## src/rtl/key_display_scan.sv

```systemverilog
// key_display_scan: captures strobed 4-bit key values into a 4-entry history
// (e0 newest) and scans that history onto a 4-digit common-anode
// seven-segment display. Each slot is driven for PRESCALE cycles and is then
// followed by BLANK_CYCLES cycles with every anode off, which suppresses
// ghosting between digits. All display outputs are registered.
//
// Handshake: valid_in is a single-cycle strobe with no back-pressure. Every
// cycle in which valid_in=1 and clear=0 pushes {err_in, digit_in} into e0.
// When clear=1 the history is emptied and any same-cycle valid_in is dropped.
module key_display_scan #(
  parameter int PRESCALE     = 25000,
  parameter int BLANK_CYCLES = 500
) (
  input  logic       clk,
  input  logic       rst,
  input  logic       valid_in,
  input  logic [3:0] digit_in,
  input  logic       err_in,
  input  logic       clear,
  output logic [6:0] seg_out,
  output logic       dp_n,
  output logic [3:0] seg_en,
  output logic [2:0] count
);

  localparam int MAXC = (PRESCALE > BLANK_CYCLES) ? PRESCALE : BLANK_CYCLES;
  localparam int CW   = ($clog2(MAXC) > 0) ? $clog2(MAXC) : 1;
  localparam logic [CW-1:0] SHOW_LAST  = CW'(PRESCALE - 1);
  localparam logic [CW-1:0] BLANK_LAST = CW'((BLANK_CYCLES > 0) ? BLANK_CYCLES - 1 : 0);

  typedef enum logic {SHOW = 1'b0, BLANK = 1'b1} state_t;

  state_t        state, state_nx;
  logic [CW-1:0] counter, counter_nx;
  logic [1:0]    slot, slot_nx;

  // History entries; index 0 is the newest.
  logic [3:0] occ;
  logic [3:0] errs;
  logic [3:0] vals [4];

  // Active-low {g,f,e,d,c,b,a} pattern for one history entry.
  function automatic logic [6:0] decode(input logic o, input logic e, input logic [3:0] v);
    logic [6:0] p;
    if (!o)     p = 7'b1111111;
    else if (e) p = 7'b0111111;
    else begin
      case (v)
        4'h0: p = 7'b1000000;
        4'h1: p = 7'b1111001;
        4'h2: p = 7'b0100100;
        4'h3: p = 7'b0110000;
        4'h4: p = 7'b0011001;
        4'h5: p = 7'b0010010;
        4'h6: p = 7'b0000010;
        4'h7: p = 7'b1111000;
        4'h8: p = 7'b0000000;
        4'h9: p = 7'b0010000;
        4'hA: p = 7'b0001000;
        4'hB: p = 7'b0000011;
        4'hC: p = 7'b1000110;
        4'hD: p = 7'b0100001;
        4'hE: p = 7'b0000110;
        default: p = 7'b0001110;
      endcase
    end
    return p;
  endfunction

  // History shift register and occupancy count; clear has priority.
  always_ff @(posedge clk or negedge rst) begin
    if (!rst) begin
      occ   <= '0;
      errs  <= '0;
      count <= '0;
      for (int i = 0; i < 4; i++) vals[i] <= '0;
    end else if (clear) begin
      occ   <= '0;
      count <= '0;
    end else if (valid_in) begin
      occ  <= {occ[2:0], 1'b1};
      errs <= {errs[2:0], err_in};
      for (int i = 3; i > 0; i--) vals[i] <= vals[i-1];
      vals[0] <= digit_in;
      if (count != 3'd4) count <= count + 3'd1;
    end
  end

  // Scan state register: state, per-phase cycle counter, slot index.
  always_ff @(posedge clk or negedge rst) begin
    if (!rst) begin
      state   <= SHOW;
      counter <= '0;
      slot    <= '0;
    end else begin
      state   <= state_nx;
      counter <= counter_nx;
      slot    <= slot_nx;
    end
  end

  // Scan next-state: SHOW for PRESCALE cycles, then BLANK, then next slot.
  always_comb begin
    state_nx   = state;
    counter_nx = counter + 1'b1;
    slot_nx    = slot;
    case (state)
      SHOW: begin
        if (counter == SHOW_LAST) begin
          counter_nx = '0;
          if (BLANK_CYCLES == 0) slot_nx = slot + 2'd1;
          else                   state_nx = BLANK;
        end
      end
      BLANK: begin
        if (counter == BLANK_LAST) begin
          counter_nx = '0;
          slot_nx    = slot + 2'd1;
          state_nx   = SHOW;
        end
      end
      default: begin
        state_nx   = SHOW;
        counter_nx = '0;
      end
    endcase
  end

  // Registered display drive reflecting this cycle's state, slot and history.
  always_ff @(posedge clk or negedge rst) begin
    if (!rst) begin
      seg_en  <= 4'b1111;
      seg_out <= 7'b1111111;
      dp_n    <= 1'b1;
    end else if (state == SHOW) begin
      seg_en  <= ~(4'b0001 << slot);
      seg_out <= decode(occ[slot], errs[slot], vals[slot]);
      dp_n    <= !((slot == 2'd0) && occ[0]);
    end else begin
      seg_en  <= 4'b1111;
      seg_out <= 7'b1111111;
      dp_n    <= 1'b1;
    end
  end

endmodule
```

## config.mk

```make
export PLATFORM = sky130hd
export DESIGN_NAME = key_display_scan
export DESIGN_NICKNAME = d
export VERILOG_FILES = /design/src/rtl/key_display_scan.sv
export SDC_FILE = /design/constraint.sdc
export NUM_CORES = 1
export LEC_CHECK = 0
export CORE_ASPECT_RATIO = 0.8
export CORE_UTILIZATION = 32
export CTS_CLUSTER_DIAMETER = 50
export DETAILED_ROUTE_END_ITERATION = 12
export PLACE_DENSITY = 0.62
export SLEW_MARGIN = 20
export SYNTH_ARGS = -nofsm -noshare
export SYNTH_HDL_FRONTEND = slang
export SYNTH_SLANG_ARGS = --single-unit
```

## constraint.sdc

```tcl
create_clock -name clk -period 2.3 [get_ports clk]
set_input_delay 0.46 -clock clk [delete_from_list [all_inputs] [get_ports clk]]
set_output_delay 0.46 -clock clk [all_outputs]
set_load 0.03 [all_outputs]
```

==> summary.md, run 1 <==
| Metric | Value |
|---|---|
| Flop2flop setup slack | `between 0.03 and 0.04 ns` |
| Drt wl/cell | `12.1 um` |
| P_int | `1.81 mW` |
| Largest net degree at the start of global routing | `a little under 60` |
| Total wire length | `around 4.6 mm` |
| Run status | `finished, final reports clean` |
| Switching Fraction | `26.5%` |
| Die extent in y | `about 86 um` |
| GPL Wtd Cong | `about 0.75` |
| Clock Sinks | `57` |
| Worst-path clk slew | `around 0.06 ns` |
| GRT Overall Usage | `11.5%` |
| Critical path peak fanout | `3` |
| Critical path class | `register to register` |
| Placed Area | `approximately 3200 sq um` |
| Mapped Nets | `between 200 and 300` |
| Hpwl dp | `approximately 3.2 mm` |
| R2R depth | `4` |
| Flop pwr share | `between 40% and 50%` |
| DP Worst Slack | `approximately 0.043 ns` |
| Clk pwr share | `between 30% and 40%` |
| Setup Fix Bufs, Post-CTS | `0` |
| Required time worst endpoint | `2.52 ns` |
| FF+latch count, synth | `57` |
| Total global routing overflow | `0` |
| Post-Synth Adder-Cell Area | `under 10%` |
| Worst setup margin | `0.0338 ns` |
| Pleak | `~1.4 nW` |
| Pins Over Slew Limit | `0` |
| R2R Path Start | `counter[12]` |
| Number of distinct library cells after synthesis | `40` |
| Top FF cell, synth | `dfrtp_1` |
| Core ar. | `between 8000 and 9000 sq um` |
| Max Clk Rate | `between 0.4 and 0.5 GHz` |
| Post-Route Utilization | `about two fifths` |
| Worst Skew | `a little over 0.007 ns` |
| Initial Util | `33.0%` |
| Synthesis-to-finish area growth | `21.0%` |
| # setup viols final | `0` |
| Routed vias/inst | `about 4.6` |
| Combinational share of power | `17.0%` |
| H-tree Lvls | `3` |
| R2r endpoint | `slot[1]` |
| Seq/Total Area, Yosys | `roughly 51%` |
| Resize count post-CTS | `0` |
| Fin crit share | `a little over nine tenths` |
| Vias in the first global route | `around 1700` |
| Die area | `just over 9000 sq um` |
| I/O Buffers | `23` |
| Remaining DRCs | `0` |
| Ant diodes | `0` |
| DRT Pass-1 Iters | `4` |
| Final Critical Period | `around 2.3 ns` |
| Post-route ant nets | `0` |
| Number of flops mapped to enable cells by yosys | `0` |
| Fill cells | `roughly 840` |
| Flip-flop and latch area | `~1400 sq um` |
| Cells after Synth | `roughly 230` |
| Clock Path Buffers | `2` |
| Max-Slew Margin vs Limit | `around 72%` |
| Clk Latency, worst-skew pair | `about 0.33 ns` |
| Placement row count | `30` |
| Hold crit path type | `input port to async pin` |
| Multiplexer share of the synthesized area | `16.0%` |
| Multi-input gate area | `roughly 1300 sq um` |
| Via Count | `1741` |
| # hold bufs at CTS | `0` |
| Synth Cell Area | `~2800 sq um` |
| Ys async rst share | `100%` |
| TritonCTS buffer count | `9` |
| Syn avg cell area | `between 10 and 15 sq um` |
| Fin nets | `about 290` |
| Ys Warns | `0` |
| Element type at the critical path end | `register` |
| Setup_tns | `0 ns` |
| Switch Pwr | `0.651 mW` |
| Largest family of logic cells by synthesized area | `multiplexers` |
| Share of layout cells above drive strength 1 | `24.8%` |
| Post-route cell area | `~3400 sq um` |
| Synth Area in Compound Gates | `under 10%` |
| Crit path arrival time | `around 2.5 ns` |
| Simple-gate area share of the yosys netlist | `between 10% and 20%` |
| Initial DRC count | `70` |
| WHS | `about 0.11 ns` |
| Initial antenna violation count | `0` |
| Post-Synth XOR/XNOR Area | `under 10%` |
| Maxcap violations | `0` |
| RSZ-0062 raised after global routing | `yes` |
| CTS tree | `yes` |
| Least-Margin Pin Slew | `0.411 ns` |
| Power per Cell Area | `between 700 and 800 nW/um^2` |
| Critical Path Source Type | `register` |
| VDD IR max | `around 0.33 mV` |
| Clk root buf | `clkbuf_8` |
| First-pass GRT wire length | `roughly 8 mm` |
| Die width | `between 100 and 150 um` |
| I/O Pins | `24` |
| Fin. Hold Viols | `0` |
per-layer routing:
metal / vias up / global-route usage (%) / part of all wire [%]
met2: 34 / 16.7 / 43
met3: 6 / 4.41 / 4.6
met1: 820 / 15.1 / 51
met4: 0 / 5.60 / 1.5
li1: 881 / - / -
met5: - / 0 / 0
worst max-delay path: stages (launching register included):
cell and delay [ns]:
dfrtp_1 0.37, or4b_1 0.51, or4_4 0.44, or4b_4 0.52, mux2_4 0.31
worst max path at each step:
stage,to,from,cells past startpoint
after floorplan,slot[1],counter[12],4
after CTS,slot[1],counter[12],4
after global routing,slot[1],counter[12],4
after global placement,slot[1],counter[12],4
after detailed placement,slot[1],counter[12],4
final,slot[1],counter[12],4
power by group through the flow:
stage / clock network, mW / logic [mW] / registers, mW
floorplan: 0 / 0.276 / 1.25
global placement: 0 / 0.417 / 1.23
detailed placement: 0 / 0.423 / 1.24
CTS: 0.856 / 0.424 / 1.22
global route: 0.896 / 0.465 / 1.24
finish: 0.820 / 0.418 / 1.22
cell usage in the layout (no fill, tap or decap), types with 6 or more instances in the layout:
cell type and instances:
ha_1 14, mux2_2 21, xnor2_1 8, nand2_1 12, inv_1 10, nand3_1 11, nor2_1 24, clkbuf_8 11
buf_4 6, mux4_2 7, xor2_1 10, clkdlybuf4s50_1 22, dfstp_2 12, dfrtp_1 45
final cells by class:
type | instances | share of cell area (%)
sequential | 57 | 42.6
inverter | 10 | 1.11
clock inverter | 3 | 0.443
tap | 112 | 4.14
timing repair buffer | 31 | 9.16
multi-input combinational | 156 | 37.9
clock buffer | 13 | 4.69
state kept, by name, summed over array words and instances (netlist names), 2 cells and up:
name / cells
counter: 15
slot: 2
seg_en: 4
seg_out: 7
errs: 4
vals: 16
count: 3
occ: 4
cell usage after synthesis (all sizes together), types with 7 or more instances:
| cell | count | area, sq um |
|---|---|---|
| nand2 | 12 | 45.0 |
| ha | 14 | 175 |
| xor2 | 10 | 87.6 |
| inv | 10 | 37.5 |
| nor2 | 24 | 90.1 |
| xnor2 | 8 | 70.1 |
| mux4 | 7 | 158 |
| dfrtp | 45 | 1130 |
| dfstp | 12 | 315 |
| mux2 | 22 | 251 |
| clkbuf | 10 | 37.5 |
| nand3 | 11 | 55.1 |
cells by family after synthesis:
group / after synthesis
AOI/OAI and AO/OA: 19
xor gates and xnor gates: 18
adders and majority gates: 14
buffers and inverters: 20
DFF: 57
muxes: 33
and+or+nand+nor: 72
per-stage QoR:
step	instances	power, mW
4_1_cts	382	2.50
2_1_floorplan	233	1.53
3_5_place_dp	366	1.66
5_1_grt	382	2.60
6_report	382	2.46
3_3_place_gp	366	1.65
Power figures use the tool's default switching activity.
==> run 2: changes to the inputs <==
CORE_UTILIZATION = 40   (was 32)
PLACE_DENSITY = 0.72   (was 0.62)
==> summary.md, run 2 (synthesis gave the netlist of run 1 again) <==
| Metric | Value |
|---|---|
| Worst setup margin | `0.00966 ns (was 0.0338 ns)` |
| # hold bufs at CTS | `0 (unchanged)` |
| Initial DRC count | `103 (was 70)` |
| Least-Margin Pin Slew | `0.445 ns (was 0.411 ns)` |
| Critical Path Source Type | `register (unchanged)` |
| GPL Wtd Cong | `0.808 (was 0.748)` |
| Max-Slew Margin vs Limit | `70.0% (was 72.4%)` |
| CTS tree | `yes (unchanged)` |
| Die width | `95.5 um (was 107 um)` |
| Hold crit path type | `input port to async pin (unchanged)` |
| Initial Util | `42.6% (was 33.0%)` |
| Final Critical Period | `2.29 ns (was 2.27 ns)` |
| Max FFs per register | `16 (unchanged)` |
| TritonCTS buffer count | `9 (unchanged)` |
| Setup_tns | `0 ns (unchanged)` |
| Most common cell after layout, fill and taps aside | `dfrtp_1 (unchanged)` |
| Fin crit share | `99.6% (was 98.5%)` |
| Total global routing overflow | `0 (unchanged)` |
| Required time worst endpoint | `2.53 ns (was 2.52 ns)` |
| Via Count | `1839 (was 1741)` |
| Drt wl/cell | `13.4 um (was 12.1 um)` |
| First-pass GRT wire length | `8.23 mm (was 7.99 mm)` |
| Pins Over Slew Limit | `0 (unchanged)` |
| RSZ-0062 raised after global routing | `yes (unchanged)` |
| DP Worst Slack | `0.0171 ns (was 0.0428 ns)` |
| Total wire length | `4.80 mm (was 4.61 mm)` |
| Hpwl dp | `3.40 mm (was 3.16 mm)` |
| Worst Skew | `0.00515 ns (was 0.00717 ns)` |
| # setup viols final | `0 (unchanged)` |
| DRT Pass-1 Iters | `4 (unchanged)` |
| Remaining DRCs | `0 (unchanged)` |
| R2R depth | `4 (unchanged)` |
| Clk Latency, worst-skew pair | `0.34 ns (was 0.33 ns)` |
| Post-route ant nets | `0 (unchanged)` |
| Fin. Hold Viols | `0 (unchanged)` |
| H-tree Lvls | `3 (unchanged)` |
| Placed Cells | `341 (was 366)` |
| Resize count post-CTS | `0 (unchanged)` |
| Share of layout cells above drive strength 1 | `25.6% (was 24.8%)` |
| Placement row count | `26 (was 30)` |
| Biggest registers after layout | `vals x16, counter x15, seg_out x7 (unchanged)` |
| Max Clk Rate | `0.437 GHz (was 0.441 GHz)` |
| Clk root buf | `clkbuf_8 (unchanged)` |
| Die area | `7340 sq um (was 9130 sq um)` |
| Fin nets | `291 (was 288)` |
| I/O Buffers | `23 (unchanged)` |
| Vias in the first global route | `1753 (was 1686)` |
| VDD IR max | `0.325 mV (was 0.331 mV)` |
| Largest net degree at the start of global routing | `58 (unchanged)` |
| Crit path arrival time | `2.52 ns (was 2.49 ns)` |
| Power per Cell Area | `751 nW/um^2 (was 726 nW/um^2)` |
| Worst-path clk slew | `0.06 ns (about the same)` |
| Non-Filler Instances | `357 (was 382)` |
| Element type at the critical path end | `register (unchanged)` |
| Critical path peak fanout | `3 (unchanged)` |
| Ant diodes | `0 (unchanged)` |
| Core ar. | `6570 sq um (was 8480 sq um)` |
| Setup Fix Bufs, Post-CTS | `0 (unchanged)` |
| Post-Route Utilization | `51.4% (was 39.9%)` |
| Pleak | `1.44 nW (was 1.42 nW)` |
| Initial antenna violation count | `0 (unchanged)` |
| GRT Overall Usage | `15.0% (was 11.5%)` |
| Run status | `finished, final reports clean (unchanged)` |
| Largest register by flop count | `vals (unchanged)` |
| Commonest non-fill, non-tap cells in the layout | `dfrtp_1 (45), nor2_1 (24), clkdlybuf4s50_1 (22) (unchanged)` |
| Clock Sinks | `57 (unchanged)` |
| Synthesis-to-finish area growth | `20.8% (was 21.0%)` |
| Die extent in y | `76.8 um (was 85.7 um)` |
| Critical path class | `register to register (unchanged)` |
| Clock Path Buffers | `2 (unchanged)` |
| Maxcap violations | `0 (unchanged)` |
| Routed vias/inst | `5.15 (was 4.56)` |
| I/O Pins | `24 (unchanged)` |
[run 2: final cells by class]
| cell class | count | area (sq um) |
|---|---|---|
| Fill cell | 602 | 3190 |
| Sequential cell | 57 | 1440 |
| Multi-Input combinational cell | 156 | 1280 |
| Timing Repair Buffer | 34 | 320 |
| Clock buffer | 15 | 186 |
| Tap cell | 84 | 105 |
| Inverter | 10 | 37.5 |
| Clock inverter | 1 | 7.51 |
[run 2: power breakdown]
| group | internal, mW | switching (mW) | total, mW |
|---|---|---|---|
| Combinational | 0.227 | 0.190 | 0.418 |
| Sequential | 1.13 | 0.0903 | 1.22 |
| Clock | 0.509 | 0.387 | 0.896 |
[run 2: path summary, 6_finish.rpt]
kind / start / end / slack [ns]
min: rst / count[2] / 0.10
max: counter[12] / slot[1] / 0.01
min reg2reg: counter[0] / counter[0] / 0.45
max reg2reg: counter[12] / slot[1] / 0.01
max in group asynchronous: rst / seg_out[1] / 1.91
min in group clk: counter[0] / counter[0] / 0.45
[run 2: worst max-delay path, stage by stage, from the launching register on]
cell and delay (ns):
dfrtp_1 0.37, or4b_1 0.52, or4_4 0.44, or4b_4 0.53, mux2_4 0.31
[run 2: layer usage]
metal  GRT usage [%]  routed length, um  share of wire (%)  vias up
met3            5.16                183                3.8       10
met2            21.4               2160                 45       30
met4            8.06                115                2.4        0
met1            19.9               2340                 49      908
li1                -                  -                  -      891
met5               0                  0                  0        -
[run 2: through the flow]
step	instance area, sq um	hold slack (ns)	power [mW]
floorplan	2800	0.164	1.53
global placement	3190	0.436	1.64
detailed placement	3190	0.447	1.67
CTS	3380	0.113	2.57
global route	3380	0.129	2.66
finish	3380	0.104	2.54
